[src/rtl/hazard_ctrl_if.sv]
// Hazard controller bus: ID-stage decode inputs and pipeline control outputs.
//   master: drives id_valid, id_instr, branch_taken, freeze, cnt_clear;
//           observes stall, bubble, flush_if, fwd_a_sel, fwd_b_sel, stall_cnt, flush_cnt.
//   slave : the hazard controller itself.
// CNT_W must equal the CNT_W of the attached hazard_ctrl.
interface hazard_ctrl_if #(
  parameter int unsigned CNT_W = 16
);
  logic             id_valid;
  logic [15:0]      id_instr;
  logic             branch_taken;
  logic             freeze;
  logic             cnt_clear;
  logic             stall;
  logic             bubble;
  logic             flush_if;
  logic [1:0]       fwd_a_sel;
  logic [1:0]       fwd_b_sel;
  logic [CNT_W-1:0] stall_cnt;
  logic [CNT_W-1:0] flush_cnt;

  modport master (
    output id_valid, id_instr, branch_taken, freeze, cnt_clear,
    input  stall, bubble, flush_if, fwd_a_sel, fwd_b_sel, stall_cnt, flush_cnt
  );

  modport slave (
    input  id_valid, id_instr, branch_taken, freeze, cnt_clear,
    output stall, bubble, flush_if, fwd_a_sel, fwd_b_sel, stall_cnt, flush_cnt
  );
endinterface

[src/rtl/hazard_ctrl.sv]
// Pipeline hazard controller for the 16-bit, 8-register, 5-stage core.
// Decodes the ID instruction, tracks in-flight register writes in a 3-slot
// scoreboard (EX, MEM, WB) and drives stall/bubble, IF flush on a taken BZ,
// operand forward selects and saturating stall/flush performance counters.
// Ports:
//   clk  - clock, rising edge
//   rst  - asynchronous reset, active-low
//   bus  - hazard_ctrl_if.slave (decode inputs, control outputs, counters)
module hazard_ctrl #(
  parameter int unsigned FORWARDING = 1,
  parameter int unsigned WB_BYPASS  = 1,
  parameter int unsigned CNT_W      = 16
) (
  input logic          clk,
  input logic          rst,
  hazard_ctrl_if.slave bus
);

  localparam logic [3:0] OpLd = 4'd10;
  localparam logic [3:0] OpSt = 4'd11;
  localparam logic [3:0] OpBz = 4'd12;
  localparam logic [CNT_W-1:0] CntOne = {{(CNT_W-1){1'b0}}, 1'b1};

  typedef struct packed {
    logic       v;
    logic [2:0] dest;
    logic       ld;
  } slot_t;

  slot_t ex_q, mem_q, wb_q, new_slot;

  logic [3:0] op;
  logic [2:0] rs1, rs2, dest;
  logic       writes, rd1, rd2;
  logic       hit_ex_a, hit_mem_a, hit_wb_a;
  logic       hit_ex_b, hit_mem_b, hit_wb_b;
  logic       stall;
  logic [1:0] fwd_a, fwd_b;

  logic [CNT_W-1:0] stall_cnt_q, stall_cnt_d;
  logic [CNT_W-1:0] flush_cnt_q, flush_cnt_d;

  // Youngest producer wins; a WB match is invisible when the regfile bypasses it.
  function automatic logic [1:0] fwd_sel(logic ex_hit, logic mem_hit, logic wb_hit);
    if (ex_hit)                        return 2'd1;
    else if (mem_hit)                  return 2'd2;
    else if (wb_hit && WB_BYPASS == 0) return 2'd3;
    else                               return 2'd0;
  endfunction

  // Decode
  always_comb begin
    op     = bus.id_instr[15:12];
    dest   = bus.id_instr[11:9];
    rs1    = bus.id_instr[8:6];
    rs2    = (op == OpSt) ? bus.id_instr[11:9] : bus.id_instr[5:3];
    writes = bus.id_valid && (op >= 4'd1) && (op <= OpLd);
    rd1    = bus.id_valid && (op >= 4'd1) && (op <= OpBz);
    rd2    = bus.id_valid && (((op >= 4'd1) && (op <= 4'd8)) || (op == OpSt));
  end

  // Hazard detection and forwarding
  always_comb begin
    hit_ex_a  = rd1 && ex_q.v  && (ex_q.dest  == rs1);
    hit_mem_a = rd1 && mem_q.v && (mem_q.dest == rs1);
    hit_wb_a  = rd1 && wb_q.v  && (wb_q.dest  == rs1);
    hit_ex_b  = rd2 && ex_q.v  && (ex_q.dest  == rs2);
    hit_mem_b = rd2 && mem_q.v && (mem_q.dest == rs2);
    hit_wb_b  = rd2 && wb_q.v  && (wb_q.dest  == rs2);

    if (FORWARDING != 0) begin
      stall = (hit_ex_a || hit_ex_b) && ex_q.ld;
    end else begin
      stall = hit_ex_a || hit_ex_b || hit_mem_a || hit_mem_b ||
              ((WB_BYPASS == 0) && (hit_wb_a || hit_wb_b));
    end

    fwd_a = 2'd0;
    fwd_b = 2'd0;
    if ((FORWARDING != 0) && !stall) begin
      fwd_a = fwd_sel(hit_ex_a, hit_mem_a, hit_wb_a);
      fwd_b = fwd_sel(hit_ex_b, hit_mem_b, hit_wb_b);
    end

    // Stalled or squashed instructions enter EX as empty slots.
    new_slot.v    = writes && !stall && !bus.branch_taken;
    new_slot.dest = dest;
    new_slot.ld   = (op == OpLd);
  end

  always_comb begin
    bus.stall     = stall;
    bus.bubble    = stall;
    bus.flush_if  = bus.branch_taken && !stall;
    bus.fwd_a_sel = fwd_a;
    bus.fwd_b_sel = fwd_b;
    bus.stall_cnt = stall_cnt_q;
    bus.flush_cnt = flush_cnt_q;
  end

  // Counter next-state: clear beats increment, saturate at all-ones.
  always_comb begin
    stall_cnt_d = stall_cnt_q;
    flush_cnt_d = flush_cnt_q;
    if (!bus.freeze) begin
      if (bus.cnt_clear) begin
        stall_cnt_d = '0;
        flush_cnt_d = '0;
      end else begin
        if (stall && (stall_cnt_q != '1)) stall_cnt_d = stall_cnt_q + CntOne;
        if (bus.branch_taken && !stall && (flush_cnt_q != '1)) begin
          flush_cnt_d = flush_cnt_q + CntOne;
        end
      end
    end
  end

  always_ff @(posedge clk or negedge rst) begin
    if (!rst) begin
      ex_q        <= '0;
      mem_q       <= '0;
      wb_q        <= '0;
      stall_cnt_q <= '0;
      flush_cnt_q <= '0;
    end else begin
      stall_cnt_q <= stall_cnt_d;
      flush_cnt_q <= flush_cnt_d;
      if (!bus.freeze) begin
        wb_q  <= mem_q;
        mem_q <= ex_q;
        ex_q  <= new_slot;
      end
    end
  end

endmodule
[src/flat_wrapper.sv]
// flat-port wrapper written by rule: the top's interface ports become plain ports
module hazard_ctrl_flat 
#(
  parameter int unsigned FORWARDING = 1,
  parameter int unsigned WB_BYPASS  = 1,
  parameter int unsigned CNT_W      = 16
)
  (clk, rst, bus_id_valid, bus_id_instr, bus_branch_taken, bus_freeze, bus_cnt_clear, bus_stall, bus_bubble, bus_flush_if, bus_fwd_a_sel, bus_fwd_b_sel, bus_stall_cnt, bus_flush_cnt);
  hazard_ctrl_if #(.CNT_W(CNT_W)) bus_i ();
  input logic clk;
  input logic rst;
  input wire logic [$bits(bus_i.id_valid)-1:0] bus_id_valid;
  input wire logic [$bits(bus_i.id_instr)-1:0] bus_id_instr;
  input wire logic [$bits(bus_i.branch_taken)-1:0] bus_branch_taken;
  input wire logic [$bits(bus_i.freeze)-1:0] bus_freeze;
  input wire logic [$bits(bus_i.cnt_clear)-1:0] bus_cnt_clear;
  output wire logic [$bits(bus_i.stall)-1:0] bus_stall;
  output wire logic [$bits(bus_i.bubble)-1:0] bus_bubble;
  output wire logic [$bits(bus_i.flush_if)-1:0] bus_flush_if;
  output wire logic [$bits(bus_i.fwd_a_sel)-1:0] bus_fwd_a_sel;
  output wire logic [$bits(bus_i.fwd_b_sel)-1:0] bus_fwd_b_sel;
  output wire logic [$bits(bus_i.stall_cnt)-1:0] bus_stall_cnt;
  output wire logic [$bits(bus_i.flush_cnt)-1:0] bus_flush_cnt;
  assign bus_i.id_valid = bus_id_valid;
  assign bus_i.id_instr = bus_id_instr;
  assign bus_i.branch_taken = bus_branch_taken;
  assign bus_i.freeze = bus_freeze;
  assign bus_i.cnt_clear = bus_cnt_clear;
  assign bus_stall = bus_i.stall;
  assign bus_bubble = bus_i.bubble;
  assign bus_flush_if = bus_i.flush_if;
  assign bus_fwd_a_sel = bus_i.fwd_a_sel;
  assign bus_fwd_b_sel = bus_i.fwd_b_sel;
  assign bus_stall_cnt = bus_i.stall_cnt;
  assign bus_flush_cnt = bus_i.flush_cnt;
  hazard_ctrl #(.FORWARDING(FORWARDING), .WB_BYPASS(WB_BYPASS), .CNT_W(CNT_W)) u_core (.clk(clk), .rst(rst), .bus(bus_i));
endmodule
[config.mk]
export PLATFORM = sky130hd
export DESIGN_NAME = hazard_ctrl_flat
export DESIGN_NICKNAME = d
export VERILOG_FILES = /design/src/rtl/hazard_ctrl_if.sv /design/src/rtl/hazard_ctrl.sv /design/src/flat_wrapper.sv
export SDC_FILE = /design/constraint.sdc
export NUM_CORES = 1
export LEC_CHECK = 0
export BUFFER_PORTS_ARGS = -buffer_cell sky130_fd_sc_hd__buf_4
export CAP_MARGIN = 20
export CORE_AREA = 2 2 68 102
export CTS_CLUSTER_DIAMETER = 30
export DETAILED_ROUTE_END_ITERATION = 10
export DIE_AREA = 0 0 70 104
export PLACE_DENSITY = 0.57
export SLEW_MARGIN = 20
export SYNTH_ARGS = -nofsm -noshare
export SYNTH_HDL_FRONTEND = slang
export SYNTH_SLANG_ARGS = --single-unit
[constraint.sdc]
create_clock -name clk -period 3.7 [get_ports clk]
set_input_delay 0.74 -clock clk [delete_from_list [all_inputs] [get_ports clk]]
set_output_delay 0.74 -clock clk [all_outputs]
set_load 0.05 [all_outputs]
==> impl_metrics.tcl, run 1 <==
set metrics [dict create \
    drt_iter0_markers 77 \
    syn-mean-instance-area_sq_um 9.560 \
    hold_bufs_inserted_after_cts 0 \
    detail_route.drc_violations 0 \
    detailed_place.area_sq_um 2957 \
    antenna_violations_before_repair 0 \
    fraction_of_synthesized_cell_area_in_xor_and_xnor_cells_pct 5.306 \
    yosys-mux-area-fraction_pct 5.205 \
    final_common_cell "buf_4" \
    leakage_nw 1.304 \
    initial_utilization_pct 38.71 \
    async_reset_ff_share_pct 100.0 \
    worstPathMaxFanout 12 \
    synth_area_sq_um 2476 \
    fmax_mhz 307.2 \
    fp.dieArea_sq_um 7280 \
    worst_ep_arrival_time_ns 2.51 \
    grt_max_degree 42 \
    nNetsFinal 337 \
    drtAntennaViolNets 0 \
    floorplan.die.width_microns 70 \
    synth_largest_type_area_fraction_pct 41.44 \
    run_status "completed" \
    cts_num_sinks 41 \
    syn2layout_area_growth_pct 22.89 \
    tritoncts_clock_tree "yes" \
    pin_count 61 \
    synth_fp_nets 283 \
    yosys-top-cells-area "dfrtp_1 41%, o211ai_1 5.8%, o31ai_1 5.5%, nand3_1 4.0%, xnor2_1 3.5%" \
    post_cts_resize_count 0 \
    drt_wl_total_microns 6077 \
    finalSetupViolCount 0 \
    critPathRequiredTime_ns 2.96 \
    worst_clock_skew_ns 0.01252 \
    groute.usage.overall_pct 17.01 \
    dominant_combinational_cell_family_by_area_after_synthesis "simple AND/OR/NAND/NOR gates" \
    timing.critical_path.from_type "primary input" \
    numCtsBuffers 5 \
    n_antenna_cell 0 \
    power.density_cell_area_nw_per_um2 309.4 \
    totalNegativeSetupSlack_ns 0 \
    ys_warn_count 0 \
    total_power_uw 941.5 \
    worst_pin_slew_ns 1.038 \
    grt_pass1_vias 2097 \
    dieHeight_microns 104 \
    power.ir.vdd_worst_mv 0.1442 \
    final_cell_mix "60 x buf_4, 41 x dfrtp_1, 20 x nand2_1, 20 x nand3_1, 19 x o211ai_1" \
    yosys_register_bits 41 \
    placement.setup.worst_slack_ns 0.4237 \
    synth_compound_area_share_pct 21.12 \
    postLayoutCellArea_sq_um 3043 \
    fillerInstances 641 \
    master_cell_of_the_clock_root_buffer "clkbuf_8" \
    global_route.overflow_total 0 \
    setup_ws_ns 0.4451 \
    synthSimpleGateAreaFrac_pct 21.78 \
    final-max-slew-violation-count 0 \
    gp_congestion 0.8009 \
    netlist.top_cell.by_area "dfrtp_1" \
    detailed_route_wire_length_per_cell_microns 15.62 \
    timing.max_slew.rel_slack_pct 30.80 \
    arithmetic_cell_share_of_the_synthesized_area_counting_full_adders_half_adders_and_majority_gates_pct 1.011 \
    synth_edf_count 0 \
    placementRows 36 \
    hold_violations 0 \
    ys_seq_area_share_pct 41.44 \
    worst-setup-path-type "in2out" \
    grt_first_pass_wirelength_microns 10170 \
    place.detailed.hpwl_microns 4388 \
    hold_path.class "in2async" \
    post_route_cells_drive_above_1_share_pct 26.84 \
    timing.max_cap.violations 0 \
    clkSlewWorstSetupHoldPaths_ns 0.08 \
    dr_total_vias 2233 \
    synth_cell_type_count 50 \
    crit_path_end_kind "output pin" \
    syn_inst 259 \
    clk_latency_ns 0.30 \
    clockBufferDepth 2 \
    drt-pass1-iter-count 5 \
    post-cts-setup-buffer-count 0 \
    fp.coreArea_sq_um 6396 \
    port_buffers 57 \
    clock_tree.htree_level_count 2 \
    timing.final.crit_period_ns 3.255 \
    via_to_cell_ratio 5.740 \
    grt_setup_unrepaired "false" \
    synth_flop_type "dfrtp_1" \
    final_min_period_over_clock_period_pct 87.97 \
]
[layout make-up]
type | count | area, sq um | share of cell area [%]
Multi-Input combinational cell | 195 | 1348 | 44.28
Sequential cell | 41 | 1026 | 33.72
Inverter | 10 | 37.54 | 1.234
Clock buffer | 7 | 86.33 | 2.837
Timing Repair Buffer | 60 | 450.4 | 14.80
Tap cell | 76 | 95.09 | 3.125
[final timing paths]
path	from	cells after the start	slack [ns]	endpoint
worst max-delay path	bus_id_instr[14]	7	0.45	bus_flush_if
worst min-delay path	rst	1	0.42	u_core.bus.flush_cnt[5]$_DFFE_PN0P_
worst max register to register	u_core.bus.flush_cnt[0]$_DFFE_PN0P_	9	1.19	u_core.bus.flush_cnt[12]$_DFFE_PN0P_
worst min register to register	u_core.bus.stall_cnt[12]$_DFFE_PN0P_	1	0.52	u_core.bus.stall_cnt[12]$_DFFE_PN0P_
max in group asynchronous	rst	1	2.90	u_core.ex_q[4]$_DFFE_PN0N_
min in group clk	u_core.bus.stall_cnt[12]$_DFFE_PN0P_	1	0.52	u_core.bus.stall_cnt[12]$_DFFE_PN0P_
[synth_stat cells (3+ instances only)]
cell      number
o31ai_1       18
nand3_1       20
o211ai_1      19
nand2_1       20
xnor2_1       10
clkbuf_1       6
o21ai_0       11
a22o_1         3
inv_1         10
nor3_1         5
or3_1          5
nor2_1         8
dfrtp_1       41
nand4_1        4
xor2_1         5
nand2b_1       3
mux2_2         7
buf_2          4
or4_1          6
o41ai_1        4
or2_2          5
and3_1         7
mux2i_1        5
[cell families (layout without fill, tap and decap cells)]
kind of cell	after synthesis	count (layout)
and+or+nand+nor	96	96
AOI/OAI and AO/OA	70	70
DFF	41	41
buffers and inverters	23	77
xor gates and xnor gates	15	15
muxes	12	12
adders and majority gates	2	2
[worst max-delay path: stages]
cell	delay (ns)
buf_4	0.13
nand4b_2	0.32
nor4_2	0.37
o21ai_2	0.14
o31ai_4	0.46
nor2_1	0.12
buf_4	0.22
[layer usage]
metal  part of all wire [%]  GRT usage [%]  vias to the layer above
li1                       -              -                     1089
met1                     44          21.43                     1081
met2                     50          28.57                       55
met3                    4.1          2.616                        8
met4                    2.0          7.418                        0
met5                      0              0                        -
[metrics by stage]
| stage | utilization, % | hold WS, ns | cells |
|---|---|---|---|
| after floorplan | - | 0.4444 | 259 |
| after global placement | 46.22 | 0.5082 | 382 |
| after detailed placement | 46.22 | 0.5040 | 382 |
| after CTS | 47.57 | 0.4392 | 389 |
| after global routing | 47.57 | 0.4638 | 389 |
| final | 47.57 | 0.4151 | 389 |
[report_power, final]
group	switching, mW	internal [mW]	total [mW]	leakage (nW)
Clock	0.154	0.148	0.303	0.0443
Combinational	0.0885	0.0631	0.152	0.704
Sequential	0.0233	0.464	0.487	0.556
Total	0.266	0.675	0.941	1.30
[sequential cells by signal (all words and copies together) (netlist names)]
name,flops
u_core.mem_q,4
u_core.bus.flush_cnt,16
u_core.bus.stall_cnt,16
u_core.ex_q,5
No activity file was read; power rests on OpenSTA's default activity.
==> run 2: changes to the inputs <==
--- a/config.mk
+++ b/config.mk
@@ -7,11 +7,13 @@
 export LEC_CHECK = 0
 export BUFFER_PORTS_ARGS = -buffer_cell sky130_fd_sc_hd__buf_4
 export CAP_MARGIN = 20
+export CELL_PAD_IN_SITES_DETAIL_PLACEMENT = 1
+export CELL_PAD_IN_SITES_GLOBAL_PLACEMENT = 1
 export CORE_AREA = 2 2 68 102
 export CTS_CLUSTER_DIAMETER = 30
 export DETAILED_ROUTE_END_ITERATION = 10
 export DIE_AREA = 0 0 70 104
-export PLACE_DENSITY = 0.57
+export PLACE_DENSITY = 0.73
 export SLEW_MARGIN = 20
 export SYNTH_ARGS = -nofsm -noshare
 export SYNTH_HDL_FRONTEND = slang
==> impl_metrics.tcl, run 2 (synthesized netlist as in run 1, its figures left out) <==
set metrics [dict create \
    run_status "completed" \
    setup.worst_path.start "bus_id_instr[14]" \
    timing_endpoint_of_the_critical_path "bus_flush_if" \
    via_to_cell_ratio 5.851 \
    port_buffers 57 \
    critPathRequiredTime_ns 2.96 \
    numPlacedInstances 383 \
    finalSetupViolCount 0 \
    gp_congestion 0.7962 \
    post-cts-setup-buffer-count 0 \
    final_common_cell "buf_4" \
    share_seq_of_total_power_pct 52.1 \
    detailed_route_wire_length_per_cell_microns 17.19 \
    cts_num_sinks 41 \
    hold_bufs_inserted_after_cts 0 \
    grt_max_degree 42 \
    fp.dieArea_sq_um 7280 \
    total_switching_power_uw 259.7 \
    final_cell_mix "61 x buf_4, 41 x dfrtp_1, 20 x nand2_1, 20 x nand3_1, 19 x o211ai_1" \
    met1_usage_pct 23.41 \
    dieHeight_microns 104 \
    placement.setup.worst_slack_ns 0.3790 \
    gr-usage-met2_pct 33.88 \
    worstPathMaxFanout 18 \
    detailed_place.area_sq_um 2964 \
    global_route.overflow_total 0 \
    combinationalPowerShare_pct 16.5 \
    final_standard_cell_utilization_of_the_core_pct 47.69 \
    timing.critical_path.from_type "primary input" \
    hold_violations 0 \
    fillerInstances 777 \
    sequential_cell_area_sq_um 1026 \
    initial_utilization_pct 38.71 \
    fp.coreArea_sq_um 6396 \
    regToRegStartpoint "u_core.ex_q[1]$_DFFE_PN0N_" \
    power.density_cell_area_nw_per_um2 306.9 \
    totalNegativeSetupSlack_ns 0 \
    leakage_nw 1.308 \
    share_clk_of_total_power_pct 31.4 \
    worst_clock_skew_ns 0.008448 \
    crit-reg2reg-capture "u_core.bus.stall_cnt[10]$_DFFE_PN0P_" \
    setup.reg_to_reg.worst_slack_ns 0.94 \
    timing.max_cap.violations 0 \
    tritoncts_clock_tree "yes" \
    total_power_uw 936.1 \
    syn2layout_area_growth_pct 23.19 \
    placementRows 36 \
    hold_slack_ns 0.4210 \
    drt_iter0_markers 60 \
    power.ir.vdd_worst_mv 0.1976 \
    grt_setup_unrepaired "false" \
    clkSlewWorstSetupHoldPaths_ns 0.08 \
    worst_ep_arrival_time_ns 2.59 \
    fmax_mhz 300.2 \
    detail_route.drc_violations 0 \
    master_cell_of_the_clock_root_buffer "clkbuf_8" \
    dr_total_vias 2282 \
    grt_pass1_vias 2421 \
    postLayoutCellArea_sq_um 3050 \
    timing.max_slew.rel_slack_pct 49.05 \
    grt-busiest-layer "met2" \
    grt_first_pass_wirelength_microns 11560 \
    drtAntennaViolNets 0 \
    drt_wl_total_microns 6705 \
    groute.usage.overall_pct 19.17 \
    setup_ws_ns 0.3683 \
    gr-usage-met3_pct 2.616 \
    final-max-slew-violation-count 0 \
    worst-setup-path-type "in2out" \
    cellInternalPower_uw 676.4 \
    netSwitchingFraction_pct 27.75 \
    final_min_period_over_clock_period_pct 90.05 \
    multiInputGateArea_sq_um 1348 \
    floorplan.die.width_microns 70 \
    clk_latency_ns 0.29 \
    drt-pass1-iter-count 4 \
    post_cts_resize_count 0 \
    nNetsFinal 338 \
    r2r.worst_path.cells 7 \
    place.detailed.hpwl_microns 4834 \
    timing.final.crit_period_ns 3.332 \
    post_route_cells_drive_above_1_share_pct 27.07 \
    clock_tree.htree_level_count 2 \
    numCtsBuffers 5 \
    worst_pin_slew_ns 0.7643 \
    crit_path_end_kind "output pin" \
    antenna_violations_before_repair 0 \
    pin_count 61 \
    final-instance-count-excl-fill 390 \
    n_antenna_cell 0 \
    hold_path.class "in2async" \
    clockBufferDepth 2 \
]
==> run 2: changes by cell type in the layout (fill, tap and decap cells not counted) <==
cell and delta:
buf_4 +1
==> run 2: power by group through the flow <==
| stage | logic (mW) | registers, mW | clock network (mW) |
|---|---|---|---|
| after global routing | 0.170 | 0.491 | 0.322 |
| after global placement | 0.154 | 0.496 | 0 |
| after floorplan | 0.0774 | 0.511 | 0 |
| after detailed placement | 0.157 | 0.497 | 0 |
| final | 0.155 | 0.488 | 0.293 |
| after CTS | 0.158 | 0.488 | 0.307 |
==> run 2: worst max-delay path, stage by stage <==
cell,delay [ns]
buf_4,0.13
nand4b_2,0.23
nor4_2,0.32
o21ai_2,0.14
o31ai_4,0.64
nor2_1,0.14
buf_4,0.24
==> run 2: how the worst min path moves through the flow <==
stage	slack, ns	from	endpoint
2_1_floorplan	0.44	rst	u_core.bus.flush_cnt[0]$_DFFE_PN0P_
3_3_place_gp	0.49	u_core.bus.flush_cnt[12]$_DFFE_PN0P_	u_core.bus.flush_cnt[12]$_DFFE_PN0P_
3_5_place_dp	0.51	u_core.bus.flush_cnt[6]$_DFFE_PN0P_	u_core.bus.flush_cnt[6]$_DFFE_PN0P_
4_1_cts	0.45	rst	u_core.bus.flush_cnt[4]$_DFFE_PN0P_
5_1_grt	0.47	rst	u_core.bus.flush_cnt[6]$_DFFE_PN0P_
6_report	0.42	rst	u_core.bus.flush_cnt[4]$_DFFE_PN0P_
==> run 2: area by class of cell <==
class	instances	area share (%)
Clock buffer	7	2.830
Tap cell	76	3.117
Multi-Input combinational cell	195	44.18
Inverter	10	1.231
Timing Repair Buffer	61	15.01
Sequential cell	41	33.63
==> run 2: routing by layer <==
layer / part of all wire [%] / routed length, microns
met3: 3.3 / 219
met1: 43 / 2914
met5: 0 / 0
met4: 1.4 / 95
met2: 52 / 3476
